--- src/rtl/segment_descriptor_loader_pkg.sv ---
// Shared types for the segment descriptor loader: target/fault encodings,
// descriptor field offsets and the loader state enum.
package segment_descriptor_loader_pkg;

    typedef enum logic [2:0] {
        SEG_CS = 3'd0,
        SEG_SS = 3'd1,
        SEG_DS = 3'd2,
        SEG_ES = 3'd3,
        SEG_FS = 3'd4,
        SEG_GS = 3'd5
    } segment_target_t;

    typedef enum logic [2:0] {
        FAULT_NONE    = 3'd0,
        FAULT_GP      = 3'd1,
        FAULT_NP      = 3'd2,
        FAULT_STACK   = 3'd3,
        FAULT_TIMEOUT = 3'd4
    } fault_code_t;

    typedef enum logic [2:0] {
        ST_IDLE,
        ST_CHECK,
        ST_READ_LO,
        ST_READ_HI,
        ST_VALIDATE,
        ST_COMMIT,
        ST_FAULT
    } loader_state_t;

    // Bit offsets within the assembled 64-bit descriptor {high dword, low dword}.
    localparam int DESC_TYPE_LSB = 40;
    localparam int DESC_S_BIT    = 44;
    localparam int DESC_P_BIT    = 47;

    // Bits within the 4-bit type field.
    localparam int TYPE_CODE_BIT = 3;
    localparam int TYPE_RW_BIT   = 1;

    // One-hot write enable for a segment target; unknown targets enable nothing.
    function automatic logic [5:0] target_onehot(input logic [2:0] target);
        logic [5:0] onehot;
        onehot = 6'b000000;
        case (target)
            3'd0:    onehot = 6'b000001;
            3'd1:    onehot = 6'b000010;
            3'd2:    onehot = 6'b000100;
            3'd3:    onehot = 6'b001000;
            3'd4:    onehot = 6'b010000;
            3'd5:    onehot = 6'b100000;
            default: onehot = 6'b000000;
        endcase
        return onehot;
    endfunction

endpackage

--- src/rtl/segment_descriptor_loader_decode.sv ---
// Pulls the type, S and P fields out of an assembled 64-bit segment descriptor.
module segment_descriptor_loader_decode
    import segment_descriptor_loader_pkg::*;
(
    input  logic [63:0] descriptor,
    output logic [3:0]  desc_type,
    output logic        desc_s,
    output logic        desc_p
);

    // Base, limit, DPL and flag bits are carried through to the segment
    // register untouched; only the access-rights fields matter here.
    logic decode_unused;

    assign desc_type     = descriptor[DESC_TYPE_LSB +: 4];
    assign desc_s        = descriptor[DESC_S_BIT];
    assign desc_p        = descriptor[DESC_P_BIT];
    assign decode_unused = ^{descriptor[39:0], descriptor[46:45], descriptor[63:48]};

endmodule

--- src/rtl/segment_descriptor_loader.sv ---
// Segment-register load sequencer: fetches an 8-byte descriptor from the GDT
// or LDT, validates it and commits selector + descriptor to one segment block.
//
//   state       | meaning
//   ------------+-----------------------------------------------------------
//   ST_IDLE     | ready for a load; selector/target latched on request
//   ST_CHECK    | null-selector handling and table limit check
//   ST_READ_LO  | reading descriptor low dword
//   ST_READ_HI  | reading descriptor high dword
//   ST_VALIDATE | S/type/present checks against the target register
//   ST_COMMIT   | one-cycle write to the target segment register, load_done
//   ST_FAULT    | one-cycle load_fault with code and error code
module segment_descriptor_loader
    import segment_descriptor_loader_pkg::*;
#(
    parameter int unsigned TIMEOUT_CYCLES = 255
) (
    input  logic        clock,
    input  logic        reset,
    input  logic        load_request,
    output logic        load_ready,
    input  logic [15:0] load_selector,
    input  logic [2:0]  load_target,
    input  logic [31:0] gdtr_base,
    input  logic [15:0] gdtr_limit,
    input  logic [31:0] ldtr_base,
    input  logic [15:0] ldtr_limit,
    output logic        mem_read_request,
    output logic [31:0] mem_address,
    input  logic        mem_ready,
    input  logic [31:0] mem_read_data,
    output logic [5:0]  segment_write_enable,
    output logic [15:0] selector_write_data,
    output logic [63:0] descriptor_write_data,
    output logic        load_done,
    output logic        load_fault,
    output logic [2:0]  fault_code,
    output logic [15:0] fault_error_code
);

    // Wait counter is 16 bits wide; larger timeouts saturate.
    localparam int unsigned TIMEOUT_CLAMPED = (TIMEOUT_CYCLES > 65535) ? 65535 : TIMEOUT_CYCLES;
    localparam logic [15:0] TIMEOUT_LOAD    = 16'(TIMEOUT_CLAMPED);
    localparam bit          TIMEOUT_ENABLED = (TIMEOUT_CYCLES != 0);

    loader_state_t   state_q, state_d;
    fault_code_t     fault_q, fault_d;
    logic [15:0]     selector_q;
    segment_target_t target_q;
    logic [31:0]     lo_q, hi_q;
    logic [15:0]     wait_q;

    logic [12:0]     index_w;
    logic            ti_w;
    logic            null_selector;
    logic [31:0]     table_base;
    logic [15:0]     table_limit;
    logic            over_limit;
    logic [31:0]     lo_address, hi_address;
    logic            timeout_hit;
    logic [3:0]      desc_type;
    logic            desc_s, desc_p;
    logic            type_ok;

    assign index_w       = selector_q[15:3];
    assign ti_w          = selector_q[2];
    assign null_selector = (index_w == 13'd0) && !ti_w;
    assign table_base    = ti_w ? ldtr_base  : gdtr_base;
    assign table_limit   = ti_w ? ldtr_limit : gdtr_limit;
    // Last byte of the descriptor must lie inside the table; 17 bits so index 0x1FFF cannot wrap.
    assign over_limit    = {1'b0, index_w, 3'b111} > {1'b0, table_limit};
    assign lo_address    = table_base + {16'h0000, index_w, 3'b000};
    assign hi_address    = lo_address + 32'd4;
    // The counter holds the number of wait cycles left including the current one.
    assign timeout_hit   = TIMEOUT_ENABLED && (wait_q == 16'd1) && !mem_ready;

    segment_descriptor_loader_decode u_decode (
        .descriptor (
            {hi_q, lo_q}
        ),
        .desc_type  (desc_type),
        .desc_s     (desc_s),
        .desc_p     (desc_p)
    );

    // Register state, latched request, fetched dwords and the per-read wait counter.
    always_ff @(posedge clock or posedge reset) begin
        if (reset) begin
            state_q    <= ST_IDLE;
            fault_q    <= FAULT_NONE;
            selector_q <= 16'h0000;
            target_q   <= SEG_CS;
            lo_q       <= 32'h0000_0000;
            hi_q       <= 32'h0000_0000;
            wait_q     <= 16'h0000;
        end else begin
            state_q <= state_d;
            fault_q <= fault_d;
            if (state_q == ST_IDLE && load_request) begin
                selector_q <= load_selector;
                target_q   <= segment_target_t'(load_target);
                lo_q       <= 32'h0000_0000;
                hi_q       <= 32'h0000_0000;
            end
            if (state_q == ST_READ_LO && mem_ready) lo_q <= mem_read_data;
            if (state_q == ST_READ_HI && mem_ready) hi_q <= mem_read_data;
            if (state_d != state_q)   wait_q <= TIMEOUT_LOAD;
            else if (wait_q != 16'd0) wait_q <= wait_q - 16'd1;
        end
    end

    // Descriptor type acceptable for the requested segment register.
    always_comb begin
        type_ok = 1'b0;
        case (target_q)
            SEG_CS:  type_ok = desc_type[TYPE_CODE_BIT];
            SEG_SS:  type_ok = !desc_type[TYPE_CODE_BIT] && desc_type[TYPE_RW_BIT];
            default: type_ok = !desc_type[TYPE_CODE_BIT] || desc_type[TYPE_RW_BIT];
        endcase
    end

    // Next-state, fault classification and state-decoded outputs.
    always_comb begin
        state_d               = state_q;
        fault_d               = fault_q;
        load_ready            = 1'b0;
        mem_read_request      = 1'b0;
        mem_address           = 32'h0000_0000;
        segment_write_enable  = 6'b000000;
        selector_write_data   = 16'h0000;
        descriptor_write_data = 64'h0;
        load_done             = 1'b0;
        load_fault            = 1'b0;
        fault_code            = FAULT_NONE;
        fault_error_code      = 16'h0000;

        case (state_q)
            ST_IDLE: begin
                load_ready = 1'b1;
                fault_d    = FAULT_NONE;
                if (load_request) state_d = ST_CHECK;
            end
            ST_CHECK: begin
                if (null_selector) begin
                    if (target_q == SEG_CS || target_q == SEG_SS) begin
                        state_d = ST_FAULT;
                        fault_d = FAULT_GP;
                    end else begin
                        state_d = ST_COMMIT;
                    end
                end else if (over_limit) begin
                    state_d = ST_FAULT;
                    fault_d = FAULT_GP;
                end else begin
                    state_d = ST_READ_LO;
                end
            end
            ST_READ_LO: begin
                mem_read_request = 1'b1;
                mem_address      = lo_address;
                if (mem_ready) begin
                    state_d = ST_READ_HI;
                end else if (timeout_hit) begin
                    state_d = ST_FAULT;
                    fault_d = FAULT_TIMEOUT;
                end
            end
            ST_READ_HI: begin
                mem_read_request = 1'b1;
                mem_address      = hi_address;
                if (mem_ready) begin
                    state_d = ST_VALIDATE;
                end else if (timeout_hit) begin
                    state_d = ST_FAULT;
                    fault_d = FAULT_TIMEOUT;
                end
            end
            ST_VALIDATE: begin
                if (!desc_s || !type_ok) begin
                    state_d = ST_FAULT;
                    fault_d = FAULT_GP;
                end else if (!desc_p) begin
                    state_d = ST_FAULT;
                    fault_d = (target_q == SEG_SS) ? FAULT_STACK : FAULT_NP;
                end else begin
                    state_d = ST_COMMIT;
                end
            end
            ST_COMMIT: begin
                segment_write_enable  = target_onehot(target_q);
                selector_write_data   = selector_q;
                descriptor_write_data = {hi_q, lo_q};
                load_done             = 1'b1;
                state_d               = ST_IDLE;
            end
            ST_FAULT: begin
                load_fault       = 1'b1;
                fault_code       = fault_q;
                // A null selector has index and TI clear, so this is 0 for it.
                fault_error_code = {selector_q[15:2], 2'b00};
                state_d          = ST_IDLE;
            end
            default: state_d = ST_IDLE;
        endcase
    end

endmodule

--- config.mk ---
export PLATFORM = sky130hd
export DESIGN_NAME = segment_descriptor_loader
export DESIGN_NICKNAME = d
export VERILOG_FILES = /design/src/rtl/segment_descriptor_loader_pkg.sv /design/src/rtl/segment_descriptor_loader_decode.sv /design/src/rtl/segment_descriptor_loader.sv
export SDC_FILE = /design/constraint.sdc
export NUM_CORES = 1
export LEC_CHECK = 0
export ABC_AREA = 1
export CAP_MARGIN = 20
export CORE_AREA = 2 2 124 216
export DETAILED_ROUTE_END_ITERATION = 10
export DIE_AREA = 0 0 126 218
export PLACE_DENSITY_LB_ADDON = 0.08
export SYNTH_ARGS = -nofsm -noshare
export SYNTH_HDL_FRONTEND = slang
export SYNTH_HIERARCHICAL = 1
export SYNTH_SLANG_ARGS = --single-unit
--- constraint.sdc ---
create_clock -name clock -period 9.4 [get_ports clock]
set_input_delay 0.94 -clock clock [delete_from_list [all_inputs] [get_ports clock]]
set_output_delay 0.94 -clock clock [all_outputs]
set_load 0.1 [all_outputs]
== After elaboration in Yosys (flattened, before gate mapping) ==
Index checks and enable logic that the tools add are counted.
Widths: inputs -> output; s select.

* Register bits: 105
* Bits of input ports: 151
* Output and inout bits: 141
* Word-level logic and storage cells: 91

* Add/subtract/negate cells: 3
* Magnitude comparators: 1
* Eq/ne operators: 18
* Muxes and demuxes: 38
* Reductions and logical operators: 24

{| class="wikitable"
|+ Operators with widths
! operator !! number
|-
| $mux 32 || 4
|-
| $mux 16 || 5
|-
| $mux 64 || 1
|-
| $pmux 32 s2 || 1
|-
| $mux 3 || 14
|-
| $pmux 6 s6 || 1
|-
| $add 32x16->32 || 1
|-
| $add 32x3->32 const B || 1
|-
| $eq 16x1->1 const B || 1
|-
| $gt 16x16->1 || 1
|-
| $reduce_bool 16->1 || 1
|-
| $sub 16x1->16 const B || 1
|-
| $eq 3x3->1 const B || 5
|-
| $pmux 3 s5 || 1
|-
| $logic_not 13->1 || 1
|-
| $eq 3x2->1 const B || 4
|-
| $pmux 3 s4 || 1
|-
| $ne 3x3->1 const B || 3
|-
| $eq 3x1->1 const B || 2
|-
| $logic_and 1x1->1 || 6
|-
| $logic_not 3->1 || 2
|-
| $mux 2 || 3
|-
| $mux 6 || 1
|-
| $reduce_and 6->1 || 1
|-
| 10 further kinds || 22
|}

== Logic depth before layout (Yosys ltp) ==
* Depth in word-level cells: 9
* Depth in mapped cells: 27
* Gate-level depth less buffers: 23

== By module ==
The synthesis kept the hierarchy.

{| class="wikitable"
|+ Modules (own cells, without submodules)
! module !! times used !! cells an instance !! area an instance (µm²) !! sequential area each (µm²)
|-
| segment_descriptor_loader || 1 || 1,397 || 8,814.7 || 2,627.5
|-
| segment_descriptor_loader_decode || 1 || 6 || 45.0 || 0.0
|}

== Worst setup path before layout ==
No wires, ideal clock.

* Path kind: reg-to-output
* Start: register selector_q[2]
* End: output port mem_address[14]
* Arrival: 5.292 ns
* Data required time: 8.460 ns
* Slack: 3.168 ns
* Stages on the path, launching flop included: 24
* Buffers on the path: 5
* Path through: dfrtp_1 buf_6 buf_6 buf_6 clkbuf_1 clkbuf_1 nand2_1 nand2_1 ha_1 inv_1 fa_1 inv_1 nand2_2 nand2_1 nand3_1 nand2_1 nand2_1 nand2_1 inv_1 nor2_2 nand2_1 inv_1 a21oi_1 o21ai_0

* Word-level cells in the longest chain between the ends: 4

{| class="wikitable"
|+ Ends and longest elaborated chain
! item !! line !! text
|-
| from (decl) || segment_descriptor_loader.sv:48 || <nowiki>logic [15:0] selector_q;</nowiki>
|-
| from (signal assigned) || segment_descriptor_loader.sv:100 || <nowiki>selector_q <= load_selector;</nowiki>
|-
| $mux 32 * || segment_descriptor_loader.sv:68 || <nowiki>assign table_base = ti_w ? ldtr_base : gdtr_base;</nowiki>
|-
| $add 32x16->32 * || segment_descriptor_loader.sv:72 || <nowiki>assign lo_address = table_base + {16'h0000, index_w, 3'b000};</nowiki>
|-
| $add 32x3->32 || segment_descriptor_loader.sv:73 || <nowiki>assign hi_address = lo_address + 32'd4;</nowiki>
|-
| $pmux 32 s2 * || segment_descriptor_loader.sv:137 || <nowiki>case (state_q)</nowiki>
|-
| to (decl) || segment_descriptor_loader.sv:29 || <nowiki>output logic [31:0] mem_address,</nowiki>
|}

Mark *: on every way between the ends. The rest lies on a longest branch, timed or not.

== Final worst setup path ==
* Start: register selector_q[2]
* End: output port mem_address[24]

Same word-level chain as after synthesis.

==> results.json <==
{
  "hold_start": "fault_q[0]$_DFFE_PP0P_",
  "clk-insertion-delay-late_ns": 0.35,
  "fp.dieArea_um2": 27470,
  "tightest_slew_ns": 1.059,
  "die_y_um": 218,
  "grt_usage": 0.2450,
  "clock_path_buffers": 2,
  "gp_congestion": 0.9047,
  "hold_violations": 0,
  "setup_viol": 0,
  "ys_warn_count": 6,
  "cp_max_fo": 61,
  "post_cts_buffers": 0,
  "finalPower_uw": 4455,
  "vias_per_cell": 4.953,
  "wl_per_cell_um": 17.15,
  "min_period_ns": 6.225,
  "pin_count": 292,
  "start_util": 0.3433,
  "hp-class": "reg2reg",
  "fin_setup_tns_ns": 0,
  "root_buffer": "clkbuf_16",
  "drc_errors": 0,
  "cp_data_arrival_time_ns": 5.28,
  "h-tree-depth": 3,
  "io_buffers": 289,
  "place_inst": 1972,
  "rows": 78,
  "drtIter0Drc": 482,
  "slew_headroom": 0.2918,
  "vdd_drop_max_uv": 341.5,
  "antenna_found_initial": 3,
  "post_cts_resized": 0,
  "clock_skew_ns": 0.006756,
  "die_w_um": 126,
  "cts_buffers": 9,
  "fin_nets": 1845,
  "fill_cells": 2762,
  "drv_cap": 0,
  "worstSetupStartpoint": "selector_q[2]$_DFFE_PP0P_",
  "p_leak_uw": 0.005915,
  "grt_max_degree": 87,
  "grt_pass1_vias": 9885,
  "drv_slew": 0,
  "dr.pass1.iters": 5,
  "cp.required_ns": 8.46,
  "synth_area_um2": 8845,
  "core-area_um2": 25760,
  "cts_hold_buf": 0,
  "clk_pin_slew_ns": 0.07,
  "syn_inst": 1401,
  "end_kind": "output port",
  "status": "finished clean",
  "hpwlAfterDp_um": 27450,
  "drive_above_1_share": 0.06295,
  "crit_type": "reg2out",
  "globalRouteOverflowTotal": 0,
  "syn_avg_cell_area_um2": 6.313,
  "fin_crit_sh": 0.6622,
  "grt_first_pass_wirelength_um": 52260,
  "start_kind": "flop",
  "drt-total-wl_um": 34110,
  "ant_nets": 0,
  "num_vias": 9852,
  "tritoncts": "done",
  "area_delta_synth_final_pct": 38.97,
  "stdcell_count": 1989,
  "max_clock_freq_mhz": 160.7,
  "power.density_nw_per_um2": 362.4,
  "timing.rr.start": "selector_q[2]$_DFFE_PP0P_",
  "grt_setup_unrepaired": "false",
  "cts_sinks": 105
}
[registers in the layout, indices dropped and copies added, names as in the netlist]
register and flops:
hi_q 32, lo_q 32, selector_q 16, wait_q 16, fault_q 3, state_q 3
target_q 3
[placed cells by master, fill, tap and decap left out, types with 2 or more instances in the layout]
cell type,instances
inv_6,2
inv_1,240
nand3_1,96
conb_1,2
o22ai_1,66
mux2i_1,13
inv_2,5
clkinvlp_4,2
a31oi_1,2
o21a_1,2
dfrtp_1,104
nor2_4,7
nor2_2,18
a22oi_1,2
xor2_1,11
o21ai_1,8
buf_4,9
or2_2,5
nor3_1,8
nand3_2,6
xnor2_1,6
nor2_1,205
o211ai_1,2
clkdlybuf4s50_1,289
nand4_1,24
a21oi_1,43
inv_4,2
bufinv_16,2
nor4_2,2
ha_1,30
nor4_1,5
nand2_1,361
nand2_2,25
clkbuf_16,9
o21ai_0,35
[area by class of cell]
cell class	count	area, um2	area share
multi-input cells	1001	5037	0.4098
diodes	1	2.502	0.0002036
clock buffers	9	225.2	0.01832
well taps	320	400.4	0.03257
clock inverters	7	101.3	0.008245
flip-flops and latches	105	2629	0.2139
repair buffers	298	2960	0.2408
inverters	248	935.9	0.07614
[power breakdown]
group / switching [uW] / internal, uW / leakage, uW
sequential: 87.5 / 588 / 0.00131
clock: 179 / 236 / 0.000153
combinational: 2530 / 831 / 0.00446
[metrics by stage]
step	hold WS [ns]	util	cell area, um2	setup WS, ns
2_1_floorplan	0.4530	-	8848	3.168
3_3_place_gp	0.4810	0.4643	11960	3.268
3_5_place_dp	0.4883	0.4643	11960	3.170
4_1_cts	0.5034	0.4770	12290	3.084
5_1_grt	0.5308	0.4771	12290	2.651
6_report	0.4939	0.4771	12290	3.175
[worst max-delay path: stages, from the launching register on]
cell and delay (ns):
dfrtp_2 0.39, buf_4 0.59, nand2_1 0.11, nand2_1 0.16, ha_1 0.24, inv_1 0.07, fa_1 0.40, inv_1 0.12
nand2_2 0.08, nand2_1 0.07, nand3_1 0.08, nand2_1 0.11, nand2_1 0.06, nand2_1 0.12, inv_1 0.09, nor2_2 0.17
nand3_2 0.13, nor2_4 0.14, nand2_1 0.11, nor3_4 0.24, nand3_2 0.09, a21oi_1 0.15, clkdlybuf4s50_1 1.15
[path summary, 6_finish.rpt]
kind                                             end  slack [ns]  cells after the start
hold / removal                fault_q[0]$_DFFE_PP0P_        0.49                      2
hold reg to reg               fault_q[0]$_DFFE_PP0P_        0.49                      2
setup reg to reg              wait_q[11]$_DFFE_PP0P_        6.06                     15
setup / recovery                     mem_address[24]        3.18                     22
min in group asynchronous       lo_q[28]$_DFFE_PP0P_        0.98                      2
max in group asynchronous  selector_q[2]$_DFFE_PP0P_        7.10                      3
[metal layers]
metal / share of wire / track usage / vias up
met2: 0.55 / 0.4815 / 292
met1: 0.33 / 0.2298 / 4502
met5: 0.00079 / 0 / -
met3: 0.052 / 0.04490 / 105
met4: 0.063 / 0.1458 / 4
li1: - / - / 4949
Power figures use the tool's default switching activity.
